## src/rtl/parking_pkg.sv

```systemverilog
// Shared definitions for the parking-lot gate: phase-FSM state encodings,
// beam pattern constants (written as {a,b}), direction codes and the default
// lot capacity. The gate detector decodes against the same AB and direction
// constants, so the two sides cannot drift apart.
package parking_pkg;

   localparam int CAPACITY_DEFAULT = 16;

   localparam logic DIR_ENTER = 1'b0;
   localparam logic DIR_EXIT  = 1'b1;

   localparam logic [1:0] AB_IDLE = 2'b00;
   localparam logic [1:0] AB_10   = 2'b10;
   localparam logic [1:0] AB_11   = 2'b11;
   localparam logic [1:0] AB_01   = 2'b01;

   typedef enum logic [2:0] {
      IDLE,
      PH1,
      PH2,
      PH3,
      GAP
   } state_t;

   // Beam pattern shown while in a given phase. Enter breaks the outer beam
   // first, exit the inner one; PH2 is always both beams blocked, so every
   // transition flips exactly one line.
   function automatic logic [1:0] phase_ab(input logic dir, input state_t phase);
      logic [1:0] ab;
      ab = AB_IDLE;
      case (phase)
         PH1:     ab = (dir == DIR_ENTER) ? AB_10 : AB_01;
         PH2:     ab = AB_11;
         PH3:     ab = (dir == DIR_ENTER) ? AB_01 : AB_10;
         default: ab = AB_IDLE;
      endcase
      return ab;
   endfunction

endpackage

```

## src/rtl/parking_occupancy_counter.sv

```systemverilog
// Saturating up/down occupancy counter with full/empty flags.
// Ports:
//   clk, reset  - clock, synchronous active-high reset (clears count)
//   inc, dec    - one-cycle requests to add / remove a car
//   count       - current occupancy, 0..CAPACITY
//   full, empty - count == CAPACITY / count == 0
module parking_occupancy_counter
   import parking_pkg::*;
#(
   parameter int CAPACITY = CAPACITY_DEFAULT
) (
   input  logic                              clk,
   input  logic                              reset,
   input  logic                              inc,
   input  logic                              dec,
   output logic [$clog2(CAPACITY+1)-1:0]     count,
   output logic                              full,
   output logic                              empty
);

   localparam int CNT_W = $clog2(CAPACITY + 1);

   assign full  = (count == CNT_W'(CAPACITY));
   assign empty = (count == '0);

   // Simultaneous inc and dec cancel; the flags stop the count from passing
   // either bound even if a caller ignores them.
   always_ff @(posedge clk) begin
      if (reset) begin
         count <= '0;
      end else if (inc && !dec && !full) begin
         count <= count + CNT_W'(1);
      end else if (dec && !inc && !empty) begin
         count <= count - CNT_W'(1);
      end
   end

endmodule

```

## src/rtl/parking_sensor_driver.sv

```systemverilog
// Photo-beam stimulus engine for the parking-lot gate. Accepts one car
// request at a time, plays the four-phase a/b pattern for enter or exit,
// holds a quiet gap, and tracks lot occupancy, refusing requests that would
// overfill or underflow the lot.
// Ports:
//   clk, reset          - clock, synchronous active-high reset
//   req_valid/req_ready - request handshake (ready is combinational from state)
//   req_dir             - 0 = enter, 1 = exit (sampled only at handshake)
//   req_dwell           - cycles each beam phase is held, 0 behaves as 1
//   a, b                - outer / inner beam, registered
//   busy                - sequence or gap in progress
//   done                - one-cycle pulse as the last beam phase ends
//   rej                 - one-cycle pulse after a refused request
//   count               - modelled occupancy
module parking_sensor_driver
   import parking_pkg::*;
#(
   parameter int CAPACITY   = CAPACITY_DEFAULT,
   parameter int DWELL_W    = 8,
   parameter int GAP_CYCLES = 4
) (
   input  logic                          clk,
   input  logic                          reset,
   input  logic                          req_valid,
   input  logic                          req_dir,
   input  logic [DWELL_W-1:0]            req_dwell,
   output logic                          req_ready,
   output logic                          a,
   output logic                          b,
   output logic                          busy,
   output logic                          done,
   output logic                          rej,
   output logic [$clog2(CAPACITY+1)-1:0] count
);

   localparam int GAP_W = 8;

   state_t               state;
   logic                 dir_q;
   logic [DWELL_W-1:0]   reload_q;
   logic [DWELL_W-1:0]   dwell_cnt;
   logic [GAP_W-1:0]     gap_cnt;
   logic [DWELL_W-1:0]   dwell_m1;
   logic                 full;
   logic                 empty;
   logic                 handshake;
   logic                 refuse;
   logic                 phase_end;
   logic                 car_passed;

   // NOTE: req_ready must not look at req_valid, otherwise a valid-waits-for-
   // ready source upstream would form a combinational loop.
   assign req_ready  = (state == IDLE) && !reset;
   assign handshake  = req_valid && req_ready;
   assign refuse     = handshake &&
                       (((req_dir == DIR_ENTER) && full) ||
                        ((req_dir == DIR_EXIT)  && empty));
   // The dwell counter holds "cycles left minus one", so a zero dwell request
   // loads the same value as dwell = 1.
   assign dwell_m1   = (req_dwell == '0) ? '0 : req_dwell - DWELL_W'(1);
   assign phase_end  = (dwell_cnt == '0);
   assign car_passed = (state == PH3) && phase_end;

   parking_occupancy_counter #(
      .CAPACITY (CAPACITY)
   ) u_occupancy (
      .clk   (clk),
      .reset (reset),
      .inc   (car_passed && (dir_q == DIR_ENTER)),
      .dec   (car_passed && (dir_q == DIR_EXIT)),
      .count (count),
      .full  (full),
      .empty (empty)
   );

   // NOTE: all state here uses non-blocking assignments so every register
   // samples pre-edge values regardless of statement order.
   always_ff @(posedge clk) begin
      if (reset) begin
         state     <= IDLE;
         {a, b}    <= AB_IDLE;
         busy      <= 1'b0;
         done      <= 1'b0;
         rej       <= 1'b0;
         dir_q     <= DIR_ENTER;
         reload_q  <= '0;
         dwell_cnt <= '0;
         gap_cnt   <= '0;
      end else begin
         done <= 1'b0;
         rej  <= 1'b0;
         case (state)
            IDLE: begin
               if (refuse) begin
                  rej <= 1'b1;
               end else if (handshake) begin
                  dir_q     <= req_dir;
                  reload_q  <= dwell_m1;
                  dwell_cnt <= dwell_m1;
                  {a, b}    <= phase_ab(req_dir, PH1);
                  busy      <= 1'b1;
                  state     <= PH1;
               end
            end
            PH1: begin
               if (phase_end) begin
                  {a, b}    <= phase_ab(dir_q, PH2);
                  dwell_cnt <= reload_q;
                  state     <= PH2;
               end else begin
                  dwell_cnt <= dwell_cnt - DWELL_W'(1);
               end
            end
            PH2: begin
               if (phase_end) begin
                  {a, b}    <= phase_ab(dir_q, PH3);
                  dwell_cnt <= reload_q;
                  state     <= PH3;
               end else begin
                  dwell_cnt <= dwell_cnt - DWELL_W'(1);
               end
            end
            PH3: begin
               // The occupancy counter updates on this same edge via car_passed.
               if (phase_end) begin
                  {a, b}  <= AB_IDLE;
                  done    <= 1'b1;
                  gap_cnt <= GAP_W'(GAP_CYCLES - 1);
                  state   <= GAP;
               end else begin
                  dwell_cnt <= dwell_cnt - DWELL_W'(1);
               end
            end
            GAP: begin
               if (gap_cnt == '0) begin
                  busy  <= 1'b0;
                  state <= IDLE;
               end else begin
                  gap_cnt <= gap_cnt - GAP_W'(1);
               end
            end
            default: begin
               {a, b} <= AB_IDLE;
               busy   <= 1'b0;
               state  <= IDLE;
            end
         endcase
      end
   end

endmodule

```

## config.mk

```make
export PLATFORM = sky130hd
export DESIGN_NAME = parking_sensor_driver
export DESIGN_NICKNAME = d
export VERILOG_FILES = /design/src/rtl/parking_pkg.sv /design/src/rtl/parking_occupancy_counter.sv /design/src/rtl/parking_sensor_driver.sv
export SDC_FILE = /design/constraint.sdc
export NUM_CORES = 1
export LEC_CHECK = 0
export ABC_AREA = 1
export CAP_MARGIN = 30
export CORE_ASPECT_RATIO = 0.5
export CORE_UTILIZATION = 45
export CTS_BUF_LIST = sky130_fd_sc_hd__clkbuf_2
export CTS_CLUSTER_DIAMETER = 120
export CTS_CLUSTER_SIZE = 8
export DETAILED_ROUTE_END_ITERATION = 10
export HOLD_SLACK_MARGIN = 0.03
export PLACE_DENSITY = 0.63
export SETUP_SLACK_MARGIN = 0.4
export SYNTH_ARGS = -nofsm -noshare
export SYNTH_HDL_FRONTEND = slang
export SYNTH_SLANG_ARGS = --single-unit
```

## constraint.sdc

```tcl
create_clock -name clk -period 4.1 [get_ports clk]
set_input_delay 0.41 -clock clk [delete_from_list [all_inputs] [get_ports clk]]
set_output_delay 0.41 -clock clk [all_outputs]
set_load 0.02 [all_outputs]
```

# == Word level (Yosys, flattened, before mapping) ==
# Index checks and enable logic that the tools add are counted.
# word_totals
output_inout_bits,11
register_bits,38
# op_classes
bitwise,7
n_addsub,5
n_reduce_logical,36
muxes,36
eq_ne,13
# op_table
cell,count
8-bit two-way mux,7
8-bit zero test,3
8-bit case mux with 3 select lines,1
"8-bit by 1-bit subtractor with 8-bit output, second input constant",3
3-bit two-way mux,6
"2-bit inequality test, second input constant",8
8-bit case mux with 2 select lines,1
3-bit case mux with 5 select lines,1
1-bit two-way mux,13
1-bit logical AND,12
6-bit AND reduction,2
5-bit two-way mux,2
1-bit case mux with 5 select lines,2
4-bit AND reduction,2
1-bit inverter,7
"3-bit by 2-bit == test with 1-bit output, second input constant",2
3-bit AND reduction,2
2-bit OR reduction,3
"5-bit by 1-bit adder with 5-bit output, second input constant",1
"5-bit == test, second input constant",1
1-bit zero test,5
5-bit zero test,1
"5-bit by 1-bit subtractor with 5-bit output, second input constant",1
2-bit two-way mux,2
8 further kinds,9

# == Longest topological paths before layout ==
# Gate-level depths: netlist of run 1.
# logic_depth
depth_word,8
ltp_mapped,17
mapped_depth_nobuf,17

# == By module ==
# From an unflattened synthesis of run 1, not the netlist that was laid out.
# unflattened
hier_cells,370
area_unflattened_um2,2468.6
# by_module_without_submodules
mod,instances,cells_each,area_per_inst_um2,seq_area_each_um2
parking_sensor_driver,1,315,2079.5,660.6
parking_occupancy_counter,1,55,389.1,100.1

# == Least setup slack after synthesis of run 1 ==
# OpenSTA, ideal clock, no wires.
# synth_path
path_kind,reg-to-reg
start,reg dwell_cnt[0]
end,reg u_occupancy.count[4]
required_ps,4036
path_stages_with_launch,18
setup_ps,64
synth_period_minus_slack_ps,2118
path_buffers,0
setup_slack_ps,1982
t_arrival_ps,2054
cell_sequence,dfxtp_1 > inv_1 > ha_1 > inv_1 > nor2_1 > nand2_1 > nor2_1 > nand2_1 > fa_1 > a21oi_1 > nor2_1 > nor2_1 > inv_1 > nand2_1 > nand3_1 > nand2_1 > inv_1 > nor2_1
# synth_between
elab_chain_len,7
word_cells_on_any_way,12
# synth_lines
element,line_no,text
from (decl),parking_sensor_driver.sv:41,logic [DWELL_W-1:0] dwell_cnt;
from (signal assigned),parking_sensor_driver.sv:99,dwell_cnt <= dwell_m1;
from (signal assigned),parking_sensor_driver.sv:108,dwell_cnt <= reload_q;
from (signal assigned),parking_sensor_driver.sv:111,dwell_cnt <= dwell_cnt - DWELL_W'(1);
8-bit zero test *,parking_sensor_driver.sv:61,assign phase_end = (dwell_cnt == '0);
1-bit logical AND *,parking_sensor_driver.sv:62,assign car_passed = (state == PH3) && phase_end;
1-bit logical AND (on tied branches),"parking_sensor_driver.sv:70, parking_sensor_driver.sv:69",
1-bit zero test (on tied branches),"parking_occupancy_counter.sv:31, parking_occupancy_counter.sv:33",
1-bit logical AND (on tied branches) (2 in a row),"parking_occupancy_counter.sv:31, parking_occupancy_counter.sv:33",
5-bit two-way mux or 2-bit nonzero test (tied branches),--,
to (signal assigned),parking_occupancy_counter.sv:32,count <= count + CNT_W'(1);
to (signal assigned),parking_occupancy_counter.sv:34,count <= count - CNT_W'(1);
to (decl),parking_occupancy_counter.sv:16,"output logic [$clog2(CAPACITY+1)-1:0] count,"
# Every way passes the cells marked *; elsewhere a longest branch is shown, timed or not.
# A chain may end at the register's enable or synchronous reset.

# == Worst setup path in the final report of run 1 ==
# Ends and elaborated chain as after synthesis.

==> flow_metrics.py, run 1 <==
metrics = {
    "final_layout": {
        "area_delta_synth_final_pct": 13.0,
        "fin_nets": 434,
        "diodes": 0,
        "drive_above_1_share_pct": 8.25,
        "stdcell_count": 482,
    },
    "grt": {
        "grt_pass1_vias": 2179,
        "antenna_found_initial": 0,
        "grt_pass1_wl_um": 9740,
        "grt_usage_pct": 22.2,
        "grt_max_degree": 23,
        "grt_overflow_total": 0,
    },
    "timing": {
        "hold_violations": 0,
        "rsz0062_at_grt": "false",
        "tns_ns": 0,
        "skew_ns": 0.0235,
        "period_share_pct": 60.6,
        "tightest_slew_ns": 0.495,
        "whs_ns": 0.462,
        "max_freq_mhz": 403,
        "final-setup-viol-count": 0,
        "drv_slew": 0,
        "max_slew_margin_pct": 67.0,
        "period_minus_slack_ns": 2.48,
        "layout_setup_ws_ns": 1.62,
    },
    "critical_path": {
        "path_buf_inv": 4,
        "cp_max_fo": 7,
        "crit_slowest_cell": "fa_1",
        "criticalPathCategory": "reg2reg",
        "crit_chain": "inv_1, ha_1, inv_1, nor2_1, nand2_1, nor2_1, nand2_1, fa_1, a21oi_1, nor2_1, nor2_1, inv_1, nand2_1, nand3_1, nand2_1, inv_1, nor2_1",
        "cp_top_family": "simple AND/OR/NAND/NOR gates",
        "cpPeakStageDelay_ns": 0.44,
        "cp-end-kind": "flip-flop",
        "arrival_ns": 2.87,
        "start_kind": "flip-flop",
        "cp_common_cell": "nor2_1",
        "crit_required_ns": 4.48,
    },
    "floorplanning": {
        "fp.dieH_um": 54.6,
        "initial_core_util_pct": 48.7,
        "chipWidth_um": 107,
        "rows": 18,
        "die_area_mm2": 0.00585,
        "ios": 23,
        "core_area_mm2": 0.00511,
    },
    "routing": {
        "vias": 2491,
        "vias_per_cell": 5.17,
        "wl_um": 5810,
        "ant_nets": 0,
        "drt_pre_antenna_iters": 5,
        "drtIter0Drc": 88,
        "wl_per_cell_um": 12.1,
        "drc": 0,
    },
    "power": {
        "ir_worst_vdd_uv": 265,
        "leakagePower_nw": 1.34,
        "p_per_area_mw_per_mm2": 568,
        "power.total_mw": 1.60,
    },
    "synth": {
        "yosys_warnings": 0,
        "yosys_register_bits": 38,
        "avgSynthCellArea_um2": 6.43,
        "async_flop_share_pct": 0,
        "synth_fp_nets": 409,
        "seq_area_frac_synth_pct": 30.6,
        "syn_inst": 387,
        "netlist_area_mm2": 0.00249,
        "synth_cell_types": 31,
        "synth-main-ff-cell": "dfxtp_1",
        "synth-edff-count": 0,
    },
    "cts": {
        "root_buffer": "clkbuf_2",
        "h-tree-depth": 2,
        "clock_path_buffers": 2,
        "cts_resized": 0,
        "clk_pin_slew_worst_paths_ns": 0.21,
        "clk_latency_ns": 0.42,
        "post-cts-setup-buffers": 0,
        "cts_sinks": 38,
        "hold_buffers": 0,
        "cts_inserted_buffers": 5,
        "cts_tree": "yes",
    },
    "job": {
        "cap_violations": 0,
    },
    "placement": {
        "buffer_ports.inserted": 22,
        "placed_cells_incl_taps": 475,
        "pre_cts_slack_ns": 1.67,
        "gp_congestion": 0.837,
        "post-dp-hpwl_um": 4400,
    },
    "min_path": {
        "hp-class": "reg2reg",
    },
    "status": {
        "status": "finished, final reports clean",
    },
}
-- cells by family after synthesis --
kind of cell	after synthesis	share of synthesized area, %
XOR/XNOR	9	3.17
adder cells (fa/ha/maj)	10	5.33
AND/OR/NAND/NOR	218	39.2
flip-flops	38	30.6
AO/OA/AOI/OAI	59	13.3
buffers and inverters	53	8.44
-- flip-flops by register name, summed over array words and instances (netlist names) --
name,flops
dwell_cnt,8
gap_cnt,8
reload_q,8
u_occupancy.count,5
state,3
a,1
b,1
busy,1
dir_q,1
done,1
rej,1
-- layout by cell type, fill, tap and decap left out --
cell,Yosys,final
nand2_1,94,94
nor2_1,57,57
inv_1,43,43
nand3_1,40,40
dfxtp_1,38,38
a21oi_1,28,28
o21ai_0,22,22
clkdlybuf4s50_1,0,22
nand4_1,10,10
ha_1,9,9
nor2_2,5,5
xor2_1,5,5
clkbuf_2,0,5
inv_2,4,4
xnor2_1,4,4
nand2_2,3,3
nand3_2,2,2
nor3_2,2,2
nand2_4,2,2
o21ai_2,2,2
clkinv_2,0,2
buf_4,3,2
nor2_4,1,1
nand3_4,1,1
a21oi_4,1,1
o21bai_1,1,1
o21ai_1,1,1
or2_2,1,1
a211oi_2,1,1
o31ai_1,1,1
a31oi_1,1,1
a211oi_1,1,1
fa_1,1,1
-- where the power goes --
| part | switching [mW] | total, mW | internal, mW |
|---|---|---|---|
| Combinational | 0.614 | 0.933 | 0.319 |
| Clock | 0.131 | 0.168 | 0.0369 |
| Sequential | 0.0625 | 0.499 | 0.436 |
-- cell type report --
| class | instances | area (µm²) |
|---|---|---|
| clock buffers | 5 | 25.0 |
| multi-input cells | 296 | 1520 |
| inverters | 47 | 176 |
| well taps | 70 | 87.6 |
| fillers | 511 | 2300 |
| clock inverters | 2 | 10.0 |
| flip-flops and latches | 38 | 761 |
| repair buffers | 24 | 235 |
-- per-stage QoR --
step	util (%)	area [µm²]
after detailed placement	54.4	2780
final	55.0	2810
after global placement	54.4	2780
after global routing	55.0	2810
after floorplan	-	2490
after CTS	55.0	2810
-- synthesized netlist by cell type (3+ instances only) --
| library cell | n | share of area [%] |
|---|---|---|
| nand2_2 | 3 | 0.75 |
| a21oi_1 | 28 | 5.6 |
| dfxtp_1 | 38 | 31 |
| clkbuf_1 | 3 | 0.45 |
| nand2_1 | 94 | 14 |
| inv_1 | 43 | 6.5 |
| nor2_2 | 5 | 1.3 |
| ha_1 | 9 | 4.5 |
| xor2_1 | 5 | 1.8 |
| buf_4 | 3 | 0.90 |
| nor2_1 | 57 | 8.6 |
| inv_2 | 4 | 0.60 |
| xnor2_1 | 4 | 1.4 |
| nand4_1 | 10 | 2.5 |
| nand3_1 | 40 | 8.0 |
| o21ai_0 | 22 | 4.4 |
-- worst paths after layout --
check             slack, ns  depth (start not counted)          from              endpoint
setup / recovery       1.62                         17  dwell_cnt[0]  u_occupancy.count[4]
hold / removal         0.46                          1    gap_cnt[0]            gap_cnt[0]
setup reg to reg       1.62                         17  dwell_cnt[0]  u_occupancy.count[4]
hold reg to reg        0.46                          1    gap_cnt[0]            gap_cnt[0]
-- layer usage --
layer | GRT usage, % | up-vias | routed length [µm]
met3 | 5.48 | 7 | 267
met4 | 5.48 | 0 | 46
met1 | 29.7 | 1133 | 3080
li1 | - | 1308 | -
met5 | 0 | - | 0
met2 | 36.6 | 43 | 2420
Power figures use the tool's default switching activity.
==> run 2, diff against run 1 <==
==> constraint.sdc (replaced) <==
create_clock -name clk -period 2.4 [get_ports clk]
set_input_delay 0.24 -clock clk [delete_from_list [all_inputs] [get_ports clk]]
set_output_delay 0.24 -clock clk [all_outputs]
set_load 0.02 [all_outputs]
==> run 2 against run 1 <==
Power is 98% higher; critical path depth stayed put; cell count up 2.7%.
==> flow_metrics.py, run 2 (synthesis gave the netlist of run 1 again) <==
metrics = {
    "timing": {
        "tns_ns": 0,
        "period_share_pct": 84.4,
        "rsz0062_at_grt": "true",
        "max_slew_margin_pct": 70.6,
        "skew_ns": 0.0168,
        "final-setup-viol-count": 0,
        "period_minus_slack_ns": 2.03,
        "hold_violations": 0,
        "drv_slew": 0,
        "tightest_slew_ns": 0.438,
        "max_freq_mhz": 494,
        "layout_setup_ws_ns": 0.375,
    },
    "power": {
        "p_per_area_mw_per_mm2": 1040,
        "clockPowerShare_pct": 17.0,
        "internal_power_mw": 1.69,
        "leakagePower_nw": 1.43,
        "switchingPower_mw": 1.48,
        "p_seq_share_pct": 27.1,
        "ir_worst_vdd_uv": 529,
        "combPwrFrac_pct": 55.9,
        "swShare_pct": 46.6,
    },
    "routing": {
        "drt_pre_antenna_iters": 4,
        "drc": 0,
        "vias": 2516,
        "vias_per_cell": 5.08,
        "wl_um": 6060,
        "ant_nets": 0,
        "wl_per_cell_um": 12.2,
        "drtIter0Drc": 69,
    },
    "cts": {
        "cts_inserted_buffers": 5,
        "cts_sinks": 38,
        "root_buffer": "clkbuf_2",
        "hold_buffers": 0,
        "clk_latency_ns": 0.45,
        "clk_pin_slew_worst_paths_ns": 0.23,
        "h-tree-depth": 2,
        "clock_path_buffers": 2,
        "cts_tree": "yes",
    },
    "floorplanning": {
        "die_area_mm2": 0.00585,
        "fp.dieH_um": 54.6,
        "rows": 18,
        "initial_core_util_pct": 48.7,
        "core_area_mm2": 0.00511,
        "ios": 23,
        "chipWidth_um": 107,
    },
    "critical_path": {
        "criticalPathCategory": "reg2reg",
        "cp-end-kind": "flip-flop",
        "start_kind": "flip-flop",
        "arrival_ns": 2.44,
        "cp_max_fo": 3,
        "crit_required_ns": 2.81,
    },
    "final_layout": {
        "area_delta_synth_final_pct": 22.0,
        "final_common_cell": "nand2_1",
        "biggestRegsByFlops": "dwell_cnt x8, gap_cnt x8, reload_q x8",
        "seqCellArea_um2": 779,
        "nFillCells": 469,
        "layout_common_cells": "nand2_1 (90), nor2_1 (55), inv_1 (40), nand3_1 (40)",
        "multi_input_comb_area_mm2": 0.00158,
        "fin_nets": 445,
        "fin_util_pct": 59.4,
        "drive_above_1_share_pct": 16.5,
    },
    "grt": {
        "grt_use_met2_pct": 35.9,
        "grt_pass1_vias": 2183,
        "gr-usage-met3_pct": 6.31,
        "grt_usage_pct": 22.4,
        "grt_overflow_total": 0,
        "grt_max_degree": 23,
        "grt_pass1_wl_um": 9860,
        "grtUsageMet1_pct": 29.8,
        "antenna_found_initial": 0,
        "grt-busiest-layer": "met2",
    },
    "status": {
        "status": "finished, final reports clean",
    },
    "placement": {
        "pre_cts_slack_ns": 0.173,
        "post-dp-hpwl_um": 4510,
        "gp_congestion": 0.871,
        "buffer_ports.inserted": 22,
    },
    "min_path": {
        "hp-class": "reg2reg",
    },
    "job": {
        "cap_violations": 0,
    },
}
## run 2: per-layer routing
metal / share of wire [%] / routed length (µm)
met5: 0 / 0
met4: 1.2 / 73
met3: 4.7 / 284
met2: 41 / 2500
met1: 53 / 3200
## run 2: layout make-up
type / instances / area share (%)
Clock inverter: 3 / 2.27
Antenna cell: 1 / 0.0824
Multi-Input combinational cell: 296 / 52.0
Inverter: 47 / 5.81
Clock buffer: 5 / 0.824
Timing Repair Buffer: 35 / 10.4
Sequential cell: 38 / 25.7
Tap cell: 70 / 2.88
## run 2: path summary, 6_finish.rpt
path	end	cells past startpoint	slack [ns]	from
max	u_occupancy.count[4]	17	0.37	dwell_cnt[1]
min	gap_cnt[0]	1	0.47	gap_cnt[0]
max reg2reg	u_occupancy.count[4]	17	0.37	dwell_cnt[1]
min reg2reg	gap_cnt[0]	1	0.47	gap_cnt[0]
## run 2: critical path, stage by stage (launching register included)
cell and delay, ns:
dfxtp_2 0.37, inv_2 0.07, ha_4 0.14, inv_2 0.03, nor2_2 0.08, nand2_2 0.08
nor2_4 0.12, nand2_4 0.07, fa_2 0.35, a21oi_2 0.14, nor2_1 0.05, nor2_1 0.12
inv_1 0.05, nand2_1 0.07, nand3_1 0.07, nand2_1 0.08, inv_1 0.04, nor2_1 0.06
## run 2: power by group through the flow
stage | logic, mW | clock network, mW | registers [mW]
after floorplan | 1.25 | 0 | 0.851
after global placement | 1.64 | 0 | 0.860
after detailed placement | 1.64 | 0 | 0.865
after CTS | 1.75 | 0.543 | 0.857
after global routing | 2.01 | 0.568 | 0.877
final | 1.77 | 0.540 | 0.860
## run 2: timing repair
item / in CTS / in global routing
pin swaps: 12 / 6
resized for setup: 17 / 6
cloned: 0 / 0
setup buffers: 9 / 0
setup endpoints to repair: 3 / 2
## run 2: through the flow
step | hold slack [ns] | area (µm²) | cells | power, mW
finish | 0.466 | 3040 | 495 | 3.17
global route | 0.479 | 3030 | 494 | 3.45
CTS | 0.463 | 3020 | 494 | 3.16
detailed placement | 0.437 | 2820 | 477 | 2.50
global placement | 0.435 | 2820 | 477 | 2.50
floorplan | 0.309 | 2510 | 387 | 2.11
